`src/rtl/vga_timing_gen_if.sv`:
```
// Pixel-buffer handshake between the raster timing generator (master) and the
// ping-pong pixel buffer (slave).
interface vga_timing_gen_if #(
    parameter int unsigned PIX_WIDTH = 24
);
    logic                 pix_req_o;
    logic [PIX_WIDTH-1:0] pix_i;
    logic                 pix_valid_i;

    modport master (
        output pix_req_o,
        input  pix_i,
        input  pix_valid_i
    );

    modport slave (
        input  pix_req_o,
        output pix_i,
        output pix_valid_i
    );
endinterface

```
`src/rtl/vga_timing_gen.sv`:
```
// Raster timing generator: shadowed resolution config, h/v counters, registered
// sync/DE/RGB outputs, pixel-buffer request, colour-bar self test, sticky underflow.
module vga_timing_gen #(
    parameter int unsigned PIX_WIDTH = 24
) (
    input  logic                 clk,
    input  logic                 resetn,
    input  logic [10:0]          hsync_end_i,
    input  logic [7:0]           hpulse_end_i,
    input  logic [7:0]           hdata_begin_i,
    input  logic [9:0]           hdata_end_i,
    input  logic [8:0]           vsync_end_i,
    input  logic [2:0]           vpulse_end_i,
    input  logic [4:0]           vdata_begin_i,
    input  logic [8:0]           vdata_end_i,
    input  logic                 self_test_i,
    vga_timing_gen_if.master     pix_bus,
    output logic                 hsync_o,
    output logic                 vsync_o,
    output logic                 de_o,
    output logic [PIX_WIDTH-1:0] rgb_o,
    output logic                 frame_start_o,
    output logic                 underflow_o
);

    localparam int unsigned HW = 11;
    localparam int unsigned VW = 9;
    localparam int unsigned CW = PIX_WIDTH / 3;

    typedef enum logic {
        ST_IDLE = 1'b0,
        ST_RUN  = 1'b1
    } state_t;

    state_t r_state;
    state_t w_state_nxt;

    logic [HW-1:0] r_hcnt;
    logic [VW-1:0] r_vcnt;

    logic [10:0] r_hse;
    logic [7:0]  r_hpe;
    logic [7:0]  r_hdb;
    logic [9:0]  r_hde;
    logic [8:0]  r_vse;
    logic [2:0]  r_vpe;
    logic [4:0]  r_vdb;
    logic [8:0]  r_vde;
    logic        r_self_test;

    logic                 w_running;
    logic                 w_frame_last;
    logic                 w_load;
    logic                 w_h_act;
    logic                 w_v_act;
    logic                 w_act;
    logic                 w_hs0;
    logic                 w_vs0;
    logic                 w_fs0;
    logic                 w_req;
    logic [HW-1:0]        w_hoff;
    logic [2:0]           w_bar;
    logic [PIX_WIDTH-1:0] w_rgb0;

    always_ff @(posedge clk) begin
        if (!resetn) r_state <= ST_IDLE;
        else         r_state <= w_state_nxt;
    end

    // Config is recaptured every idle cycle and on the last cycle of each frame
    always_comb begin
        w_running    = (r_state == ST_RUN);
        w_frame_last = (r_hcnt == r_hse) && (r_vcnt == r_vse);
        w_load       = !w_running || w_frame_last;
        w_state_nxt  = r_state;
        if (w_load) begin
            w_state_nxt = ((hsync_end_i != '0) && (vsync_end_i != '0)) ? ST_RUN : ST_IDLE;
        end
    end

    always_ff @(posedge clk) begin
        if (!resetn) begin
            r_hse       <= '0;
            r_hpe       <= '0;
            r_hdb       <= '0;
            r_hde       <= '0;
            r_vse       <= '0;
            r_vpe       <= '0;
            r_vdb       <= '0;
            r_vde       <= '0;
            r_self_test <= 1'b0;
        end else if (w_load) begin
            r_hse       <= hsync_end_i;
            r_hpe       <= hpulse_end_i;
            r_hdb       <= hdata_begin_i;
            r_hde       <= hdata_end_i;
            r_vse       <= vsync_end_i;
            r_vpe       <= vpulse_end_i;
            r_vdb       <= vdata_begin_i;
            r_vde       <= vdata_end_i;
            r_self_test <= self_test_i;
        end
    end

    always_ff @(posedge clk) begin
        if (!resetn || !w_running) begin
            r_hcnt <= '0;
            r_vcnt <= '0;
        end else if (r_hcnt == r_hse) begin
            r_hcnt <= '0;
            r_vcnt <= (r_vcnt == r_vse) ? '0 : r_vcnt + VW'(1);
        end else begin
            r_hcnt <= r_hcnt + HW'(1);
        end
    end

    // Stage 0: decode the current raster position; fields are applied literally
    always_comb begin
        w_h_act = (r_hcnt >= HW'(r_hdb)) && (r_hcnt <= HW'(r_hde));
        w_v_act = (r_vcnt >= VW'(r_vdb)) && (r_vcnt <= r_vde);
        w_act   = w_running && w_h_act && w_v_act;
        w_hs0   = !(r_hcnt <= HW'(r_hpe));
        w_vs0   = !(r_vcnt <= VW'(r_vpe));
        w_fs0   = w_running && (r_hcnt == '0) && (r_vcnt == '0);
        w_req   = w_act && !r_self_test;
        w_hoff  = r_hcnt - HW'(r_hdb);
        w_bar   = 3'(w_hoff >> 5);
        w_rgb0  = '0;
        if (w_act) begin
            if (r_self_test) begin
                w_rgb0 = PIX_WIDTH'({{CW{w_bar[2]}}, {CW{w_bar[1]}}, {CW{w_bar[0]}}});
            end else if (pix_bus.pix_valid_i) begin
                w_rgb0 = pix_bus.pix_i;
            end
        end
    end

    assign pix_bus.pix_req_o = w_req;

    always_ff @(posedge clk) begin
        if (!resetn || !w_running) begin
            hsync_o       <= 1'b1;
            vsync_o       <= 1'b1;
            de_o          <= 1'b0;
            rgb_o         <= '0;
            frame_start_o <= 1'b0;
        end else begin
            hsync_o       <= w_hs0;
            vsync_o       <= w_vs0;
            de_o          <= w_act;
            rgb_o         <= w_rgb0;
            frame_start_o <= w_fs0;
        end
    end

    // Sticky underflow: a miss on the frame-start cycle still sets it
    always_ff @(posedge clk) begin
        if (!resetn) begin
            underflow_o <= 1'b0;
        end else if (w_req && !pix_bus.pix_valid_i) begin
            underflow_o <= 1'b1;
        end else if (w_fs0) begin
            underflow_o <= 1'b0;
        end
    end

endmodule

```
`src/flat_wrapper.sv`:
```
// flat-port wrapper written by rule: the top's interface ports become plain ports
module vga_timing_gen_flat 
#(
    parameter int unsigned PIX_WIDTH = 24
)
  (clk, resetn, hsync_end_i, hpulse_end_i, hdata_begin_i, hdata_end_i, vsync_end_i, vpulse_end_i, vdata_begin_i, vdata_end_i, self_test_i, hsync_o, vsync_o, de_o, rgb_o, frame_start_o, underflow_o, pix_bus_pix_req_o, pix_bus_pix_i, pix_bus_pix_valid_i);
  vga_timing_gen_if #(.PIX_WIDTH(PIX_WIDTH)) pix_bus_i ();
  input  logic clk;
  input  logic resetn;
  input  logic [10:0] hsync_end_i;
  input  logic [7:0] hpulse_end_i;
  input  logic [7:0] hdata_begin_i;
  input  logic [9:0] hdata_end_i;
  input  logic [8:0] vsync_end_i;
  input  logic [2:0] vpulse_end_i;
  input  logic [4:0] vdata_begin_i;
  input  logic [8:0] vdata_end_i;
  input  logic self_test_i;
  output logic hsync_o;
  output logic vsync_o;
  output logic de_o;
  output logic [PIX_WIDTH-1:0] rgb_o;
  output logic frame_start_o;
  output logic underflow_o;
  output wire logic [$bits(pix_bus_i.pix_req_o)-1:0] pix_bus_pix_req_o;
  input wire logic [$bits(pix_bus_i.pix_i)-1:0] pix_bus_pix_i;
  input wire logic [$bits(pix_bus_i.pix_valid_i)-1:0] pix_bus_pix_valid_i;
  assign pix_bus_pix_req_o = pix_bus_i.pix_req_o;
  assign pix_bus_i.pix_i = pix_bus_pix_i;
  assign pix_bus_i.pix_valid_i = pix_bus_pix_valid_i;
  vga_timing_gen #(.PIX_WIDTH(PIX_WIDTH)) u_core (.clk(clk), .resetn(resetn), .hsync_end_i(hsync_end_i), .hpulse_end_i(hpulse_end_i), .hdata_begin_i(hdata_begin_i), .hdata_end_i(hdata_end_i), .vsync_end_i(vsync_end_i), .vpulse_end_i(vpulse_end_i), .vdata_begin_i(vdata_begin_i), .vdata_end_i(vdata_end_i), .self_test_i(self_test_i), .pix_bus(pix_bus_i), .hsync_o(hsync_o), .vsync_o(vsync_o), .de_o(de_o), .rgb_o(rgb_o), .frame_start_o(frame_start_o), .underflow_o(underflow_o));
endmodule
```
`config.mk`:
```
export PLATFORM = sky130hd
export DESIGN_NAME = vga_timing_gen_flat
export DESIGN_NICKNAME = d
export VERILOG_FILES = /design/src/rtl/vga_timing_gen_if.sv /design/src/rtl/vga_timing_gen.sv /design/src/flat_wrapper.sv
export SDC_FILE = /design/constraint.sdc
export NUM_CORES = 1
export LEC_CHECK = 0
export ABC_AREA = 1
export ABC_CLOCK_PERIOD_IN_PS = 2300
export CORE_AREA = 2 2 126 128
export DETAILED_ROUTE_END_ITERATION = 10
export DIE_AREA = 0 0 128 130
export DONT_BUFFER_PORTS = 1
export PLACE_DENSITY = 0.53
export SLEW_MARGIN = 10
export SYNTH_ARGS = -nofsm -noshare
export SYNTH_HDL_FRONTEND = slang
export SYNTH_SLANG_ARGS = --single-unit
export TNS_END_PERCENT = 5
```
`constraint.sdc`:
```
create_clock -name clk -period 2.3 [get_ports clk]
set_input_delay 0.115 -clock clk [delete_from_list [all_inputs] [get_ports clk]]
set_output_delay 0.115 -clock clk [all_outputs]
set_load 0.03 [all_outputs]
```
==> results of run 1 <==
## worst max-delay path, stage by stage (launching register included)
cell	delay [ns]
dfxtp_2	0.32
inv_2	0.05
ha_1	0.28
inv_1	0.07
nor2_2	0.04
nand2_1	0.09
inv_1	0.05
nand2_1	0.07
nand3_2	0.07
nand2_2	0.09
inv_2	0.06
nor4_4	0.23
buf_4	0.21
## final timing paths
kind                                       start  cells past startpoint                 to  slack, ns
worst max-delay path             u_core.r_hde[9]                     12  pix_bus_pix_req_o       0.14
worst max register to register  u_core.r_hcnt[6]                     10    u_core.r_vpe[1]       0.37
worst min register to register  u_core.r_hcnt[0]                      1   u_core.r_hcnt[0]       0.47
worst min-delay path                      resetn                      3    u_core.r_hse[6]       0.07
## area by class of cell
cell class / instances / area [um^2]
clock buffers: 23 / 467.9
repair buffers: 116 / 1151
inverters: 118 / 445.4
fillers: 1517 / 7350
well taps: 192 / 240.2
flip-flops and latches: 114 / 2336
multi-input cells: 616 / 3374
clock inverters: 7 / 60.06
## report_power, final
group	leakage, uW	switching, uW	internal (uW)
logic	0.00257	558	433
registers	0.000948	99.1	2100
clock network	0.000266	871	1510
total	0.00378	1530	4050
## Yosys cell counts
library cell / instances
nor3b_1: 1
a21boi_0: 1
nand2_1: 176
ha_1: 47
nand3_1: 81
nand3b_1: 4
inv_2: 3
nand4_1: 14
inv_1: 114
xor2_1: 13
buf_1: 1
a32o_1: 1
nor2_2: 1
a211oi_1: 1
buf_6: 5
xnor2_1: 12
clkbuf_1: 22
o21a_1: 1
o21ai_0: 7
clkinv_1: 1
nand3_2: 1
nor3_1: 8
buf_4: 1
o21ai_1: 2
nor4_1: 7
dfxtp_1: 114
buf_2: 17
or2_0: 1
or2_2: 1
o211ai_1: 1
a31oi_1: 2
a21oi_1: 115
nor2_1: 117
a21o_1: 1
## state kept, by name, indices dropped and copies added, names as in the netlist, 8 cells and up
signal,count
u_core.r_hde,10
u_core.r_vse,9
u_core.r_hcnt,11
u_core.r_vde,9
u_core.r_hse,11
u_core.rgb_o,24
u_core.r_vcnt,9
u_core.r_hdb,8
u_core.r_hpe,8
## through the flow
stage | hold WS (ns) | area [um^2]
6_report | 0.06570 | 8075
3_3_place_gp | 0.2446 | 6357
4_1_cts | 0.06221 | 7964
2_1_floorplan | 0.2467 | 6191
3_5_place_dp | 0.2455 | 6357
5_1_grt | 0.06699 | 8075
## logic make-up (layout without fill, tap and decap cells)
logic type / Yosys count / count (layout)
AOI/OAI and AO/OA: 132 / 132
DFF: 114 / 114
xor gates and xnor gates: 25 / 25
adders and majority gates: 47 / 47
and+or+nand+nor: 412 / 412
buffers and inverters: 164 / 264
## metal layers
| metal | share of wire [%] | up-vias | track usage (%) |
|---|---|---|---|
| li1 | - | 3051 | - |
| met1 | 50 | 2585 | 27.11 |
| met2 | 44 | 138 | 30.70 |
| met3 | 5.7 | 15 | 5.781 |
| met4 | 1.2 | 0 | 6.593 |
| met5 | 0 | - | 0 |
## timing repair
action,in CTS,in global routing
hold buffers,90,0
buffers inserted,4,6
pin swaps,3,7
endpoints found under the hold margin,90,0
resized for setup,38,18
setup endpoints to repair,1,1
==> impl_metrics.toml, run 1 <==
[die]
die_width_um = 128
die-area_um2 = 16640
start_util_pct = 40.14
pin_count = 121
core.rowCount = 46
coreArea_um2 = 15420
die_h_um = 130

[logic_synthesis]
ys_seq_elements = 114
yosys.area_share.simple_pct = 28.15
synth_compound_area_share_pct = 10.99
synth_xor_area_share_pct = 3.537
avgSynthCellArea_um2 = 6.925
synthDistinctLibCells = 34
seq_area_frac_synth_pct = 36.86
synth_area_leaders = "dfxtp_1 (37%), nand2_1 (11%), ha_1 (9.5%), a21oi_1 (9.3%), nor2_1 (7.1%)"
synth_top_area_share_pct = 36.86
syn-cell-area_um2 = 6191
synth_top_family_by_area = "simple AND/OR/NAND/NOR gates"
muxShareOfSynthArea_pct = 0
synth_adder_area_share_pct = 9.499
syn_nets = 1032
syn_inst = 894
synth_warnings = 0
yosysTopAreaCell = "dfxtp_1"

[power]
powerDensity_nw_per_um2 = 690.3
p_leak_uw = 0.003780
ir_worst_vdd_mv = 0.4979
power_uw = 5575

[cts]
cts-buffers-inserted = 17
root_buffer = "clkbuf_16"
htreeDepth = 4
clk_latency_ns = 0.41
clkTransAtPathRegs_ns = 0.05
numClockSinks = 114
clk_path_buf_depth = 2
cts_tree = "yes"

[cells_and_area]
layout_common_cells = "nand2_1 (173), nor2_1 (114), a21oi_1 (114)"
diodes = 0
nets = 1121
syn2layout_area_growth_pct = 30.44
post-route-util_pct = 52.35
layout-drive-gt1-share_pct = 10.36
layout_commonest_cell = "nand2_1"
finalNonFillerCells = 1186

[place]
dp_hpwl_mm = 10.83
placed_cells = 1056
port_buffers = 0
routabilityCongestion = 0.8269
preCtsSetupSlack_ns = 0.2079

[sta]
tns_ns = 0
fin_skew_ns = 0.006523
period_needed_ns = 2.162
slew_viol_final = 0
hold_viol = 0
fmaxAchievable_mhz = 462.6
fin_ws_ns = 0.1381
tightest_slew_ns = 0.5433
finalSetupViolations = 0
post-route-period-util_pct = 93.99
rsz0062_at_grt = "false"
max_slew_margin_pct = 63.54

[grt]
antenna_found_initial = 0
track_usage_pct = 19.99
grt-ovfl-total = 0
grt_pass1_vias = 5256
grt_pass1_wl_mm = 26.06
grt_max_degree = 94

[drt]
wl_per_cell_um = 13.84
drt_iter0_drc = 321
drc = 0
finalWirelength_mm = 16.41
avgViaCountPerCell = 4.881
via_count = 5789
final_antenna_net_count = 0
drt-pass1-iter-count = 4

[run_status]
status = "finished, final reports clean"

[hold_path]
hold_class = "in2reg"

[setup_path]
end_kind = "output port"
cp.arrival_ns = 2.05
critical_path.max_fanout = 2
critPathLaunchType = "flop"
crit_required_ns = 2.18
critical_path_class = "reg2out"

[run]
cap_viol_max_count = 0
No activity file was read; power rests on OpenSTA's default activity.
==> run 2: changes to the inputs <==
==> constraint.sdc (replaced) <==
create_clock -name clk -period 2.3 [get_ports clk]
set_input_delay 0.23 -clock clk [delete_from_list [all_inputs] [get_ports clk]]
set_output_delay 0.23 -clock clk [all_outputs]
set_load 0.03 [all_outputs]
==> run 2 against run 1 <==
Via count increased by 0.57%. Clock-buffer cell count decreased by 1. Die area unchanged. Register-to-register slack got worse by 0.14 ns. Sequential share of layout area decreased by 0.49 points. Wire length increased by 2.6%. Hold slack got worse by 0.0024 ns. Combinational power about the same. Clock power increased by 8%. Clock skew increased by 0.0011 ns. Largest cell class unchanged. Highest routed layer unchanged.
==> impl_metrics.toml, run 2 (synthesis results as in run 1) <==
[cells_and_area]
largest_register_ffs = 24
syn2layout_area_growth_pct = 33.12
largest-register = "u_core.rgb_o"
fin_area_um2 = 8242
reg_top3 = "u_core.rgb_o x24, u_core.r_hcnt x11, u_core.r_hse x11"
layout_common_cells = "nand2_1 (167), a21oi_1 (114), nor2_1 (113)"
fillCellCount = 1507
diodes = 0
nets = 1126
layout_commonest_cell = "nand2_1"
layout-drive-gt1-share_pct = 12.39

[die]
die-area_um2 = 16640
die_h_um = 130
coreArea_um2 = 15420
start_util_pct = 40.14
pin_count = 121
die_width_um = 128
core.rowCount = 46

[power]
powerDensity_nw_per_um2 = 700.9
p_leak_uw = 0.003809
ir_worst_vdd_mv = 0.5638

[run_status]
status = "finished, final reports clean"

[sta]
fmaxAchievable_mhz = 451.0
rsz0062_at_grt = "true"
fin_ws_ns = 0.08259
post-route-period-util_pct = 96.41
fin_skew_ns = 0.007573
tightest_slew_ns = 0.6846
slew_viol_final = 0
max_slew_margin_pct = 54.36
timing.hold.ws_ns = 0.06331
period_needed_ns = 2.217
finalSetupViolations = 0
hold_viol = 0

[setup_path]
path_cells = "ha_4 -> nor2_2 -> nor2_2 -> nand3_1 -> nand2_2 -> nand2_2 -> nand2_2 -> nand2_2 -> nor4_4 -> buf_6"
crit_required_ns = 2.07
cp_common_cell = "nand2_2"
cp.arrival_ns = 1.99
cp.buffers_inverters = 1
slowest_delay_ns = 0.38
end_kind = "output port"
critical_path.max_fanout = 5
critical-path-top-delay-family = "simple AND/OR/NAND/NOR gates"
slowest_stage = "dfxtp_4"
critPathLaunchType = "flop"
critical_path_class = "reg2out"

[cts]
clk_latency_ns = 0.42
cts_tree = "yes"
numClockSinks = 114
clkTransAtPathRegs_ns = 0.05
htreeDepth = 4
cts-buffers-inserted = 17
root_buffer = "clkbuf_16"
clk_path_buf_depth = 2

[drt]
avgViaCountPerCell = 4.880
drt_iter0_drc = 288
finalWirelength_mm = 16.84
drt-pass1-iter-count = 4
via_count = 5822
final_antenna_net_count = 0
wl_per_cell_um = 14.12
drc = 0

[grt]
antenna_found_initial = 0
grt_pass1_wl_mm = 26.77
grt_pass1_vias = 5273
grt-ovfl-total = 0
track_usage_pct = 20.54
grt_max_degree = 110

[run]
cap_viol_max_count = 0

[place]
routabilityCongestion = 0.8369
dp_hpwl_mm = 10.95
preCtsSetupSlack_ns = 0.2243
port_buffers = 0
place_area_um2 = 6359

[hold_path]
hold_class = "in2reg"
[run 2: metal layers]
metal | vias to the layer above | GRT usage (%) | part of all wire [%] | routed length, um
met4 | 0 | 7.692 | 1.8 | 303
met1 | 2589 | 28.14 | 49 | 8243
met2 | 144 | 31.87 | 45 | 7508
met5 | - | 0 | 0 | 0
li1 | 3068 | - | - | -
met3 | 21 | 4.510 | 4.6 | 783
[run 2: path summary, 6_finish.rpt]
| check | depth (start not counted) | from | endpoint | slack [ns] |
|---|---|---|---|---|
| worst min-delay path | 3 | pix_bus_pix_valid_i | u_core.underflow_o | 0.06 |
| worst max register to register | 10 | u_core.r_hcnt[6] | u_core.r_hde[3] | 0.23 |
| worst min register to register | 1 | u_core.r_hcnt[0] | u_core.r_hcnt[0] | 0.46 |
| worst max-delay path | 10 | u_core.r_hcnt[2] | pix_bus_pix_req_o | 0.08 |
[run 2: report_power, final]
group	switching (uW)	leakage [uW]	internal [uW]
Clock	927	0.000280	1640
Combinational	562	0.00258	443
Sequential	112	0.000948	2090
Total	1600	0.00381	4180
[run 2: tightest hold or removal path, cell delays in order]
cell     delay [ns]
inv_1          0.03
nand4_1        0.10
a21oi_1        0.07
[run 2: final cells by class]
| cell class | count | area (um^2) | share of cell area (%) |
|---|---|---|---|
| clock buffers | 22 | 464.2 | 5.632 |
| clock inverters | 10 | 108.9 | 1.321 |
| inverters | 118 | 445.4 | 5.405 |
| multi-input cells | 616 | 3462 | 42.01 |
| flip-flops and latches | 114 | 2344 | 28.43 |
| well taps | 192 | 240.2 | 2.915 |
| repair buffers | 121 | 1177 | 14.29 |
[run 2: timing repair]
item | 4_1_cts | 5_1_grt
gates cloned | 0 | 0
setup buffers | 3 | 12
pin swaps | 2 | 16
hold buffers | 89 | 0
endpoints found under the setup margin | 1 | 1
endpoints found under the hold margin | 90 | 0
gates resized for setup | 29 | 42
[run 2: metrics by stage]
| stage | utilization, % | total power (uW) | TNS, ns | cells |
|---|---|---|---|---|
| 2_1_floorplan | - | 2874 | 0 | 894 |
| 3_3_place_gp | 41.22 | 3035 | 0 | 1057 |
| 3_5_place_dp | 41.22 | 3034 | 0 | 1057 |
| 4_1_cts | 51.55 | 5774 | 0 | 1181 |
| 5_1_grt | 53.43 | 6096 | -0.05300 | 1193 |
| 6_report | 53.43 | 5777 | 0 | 1193 |
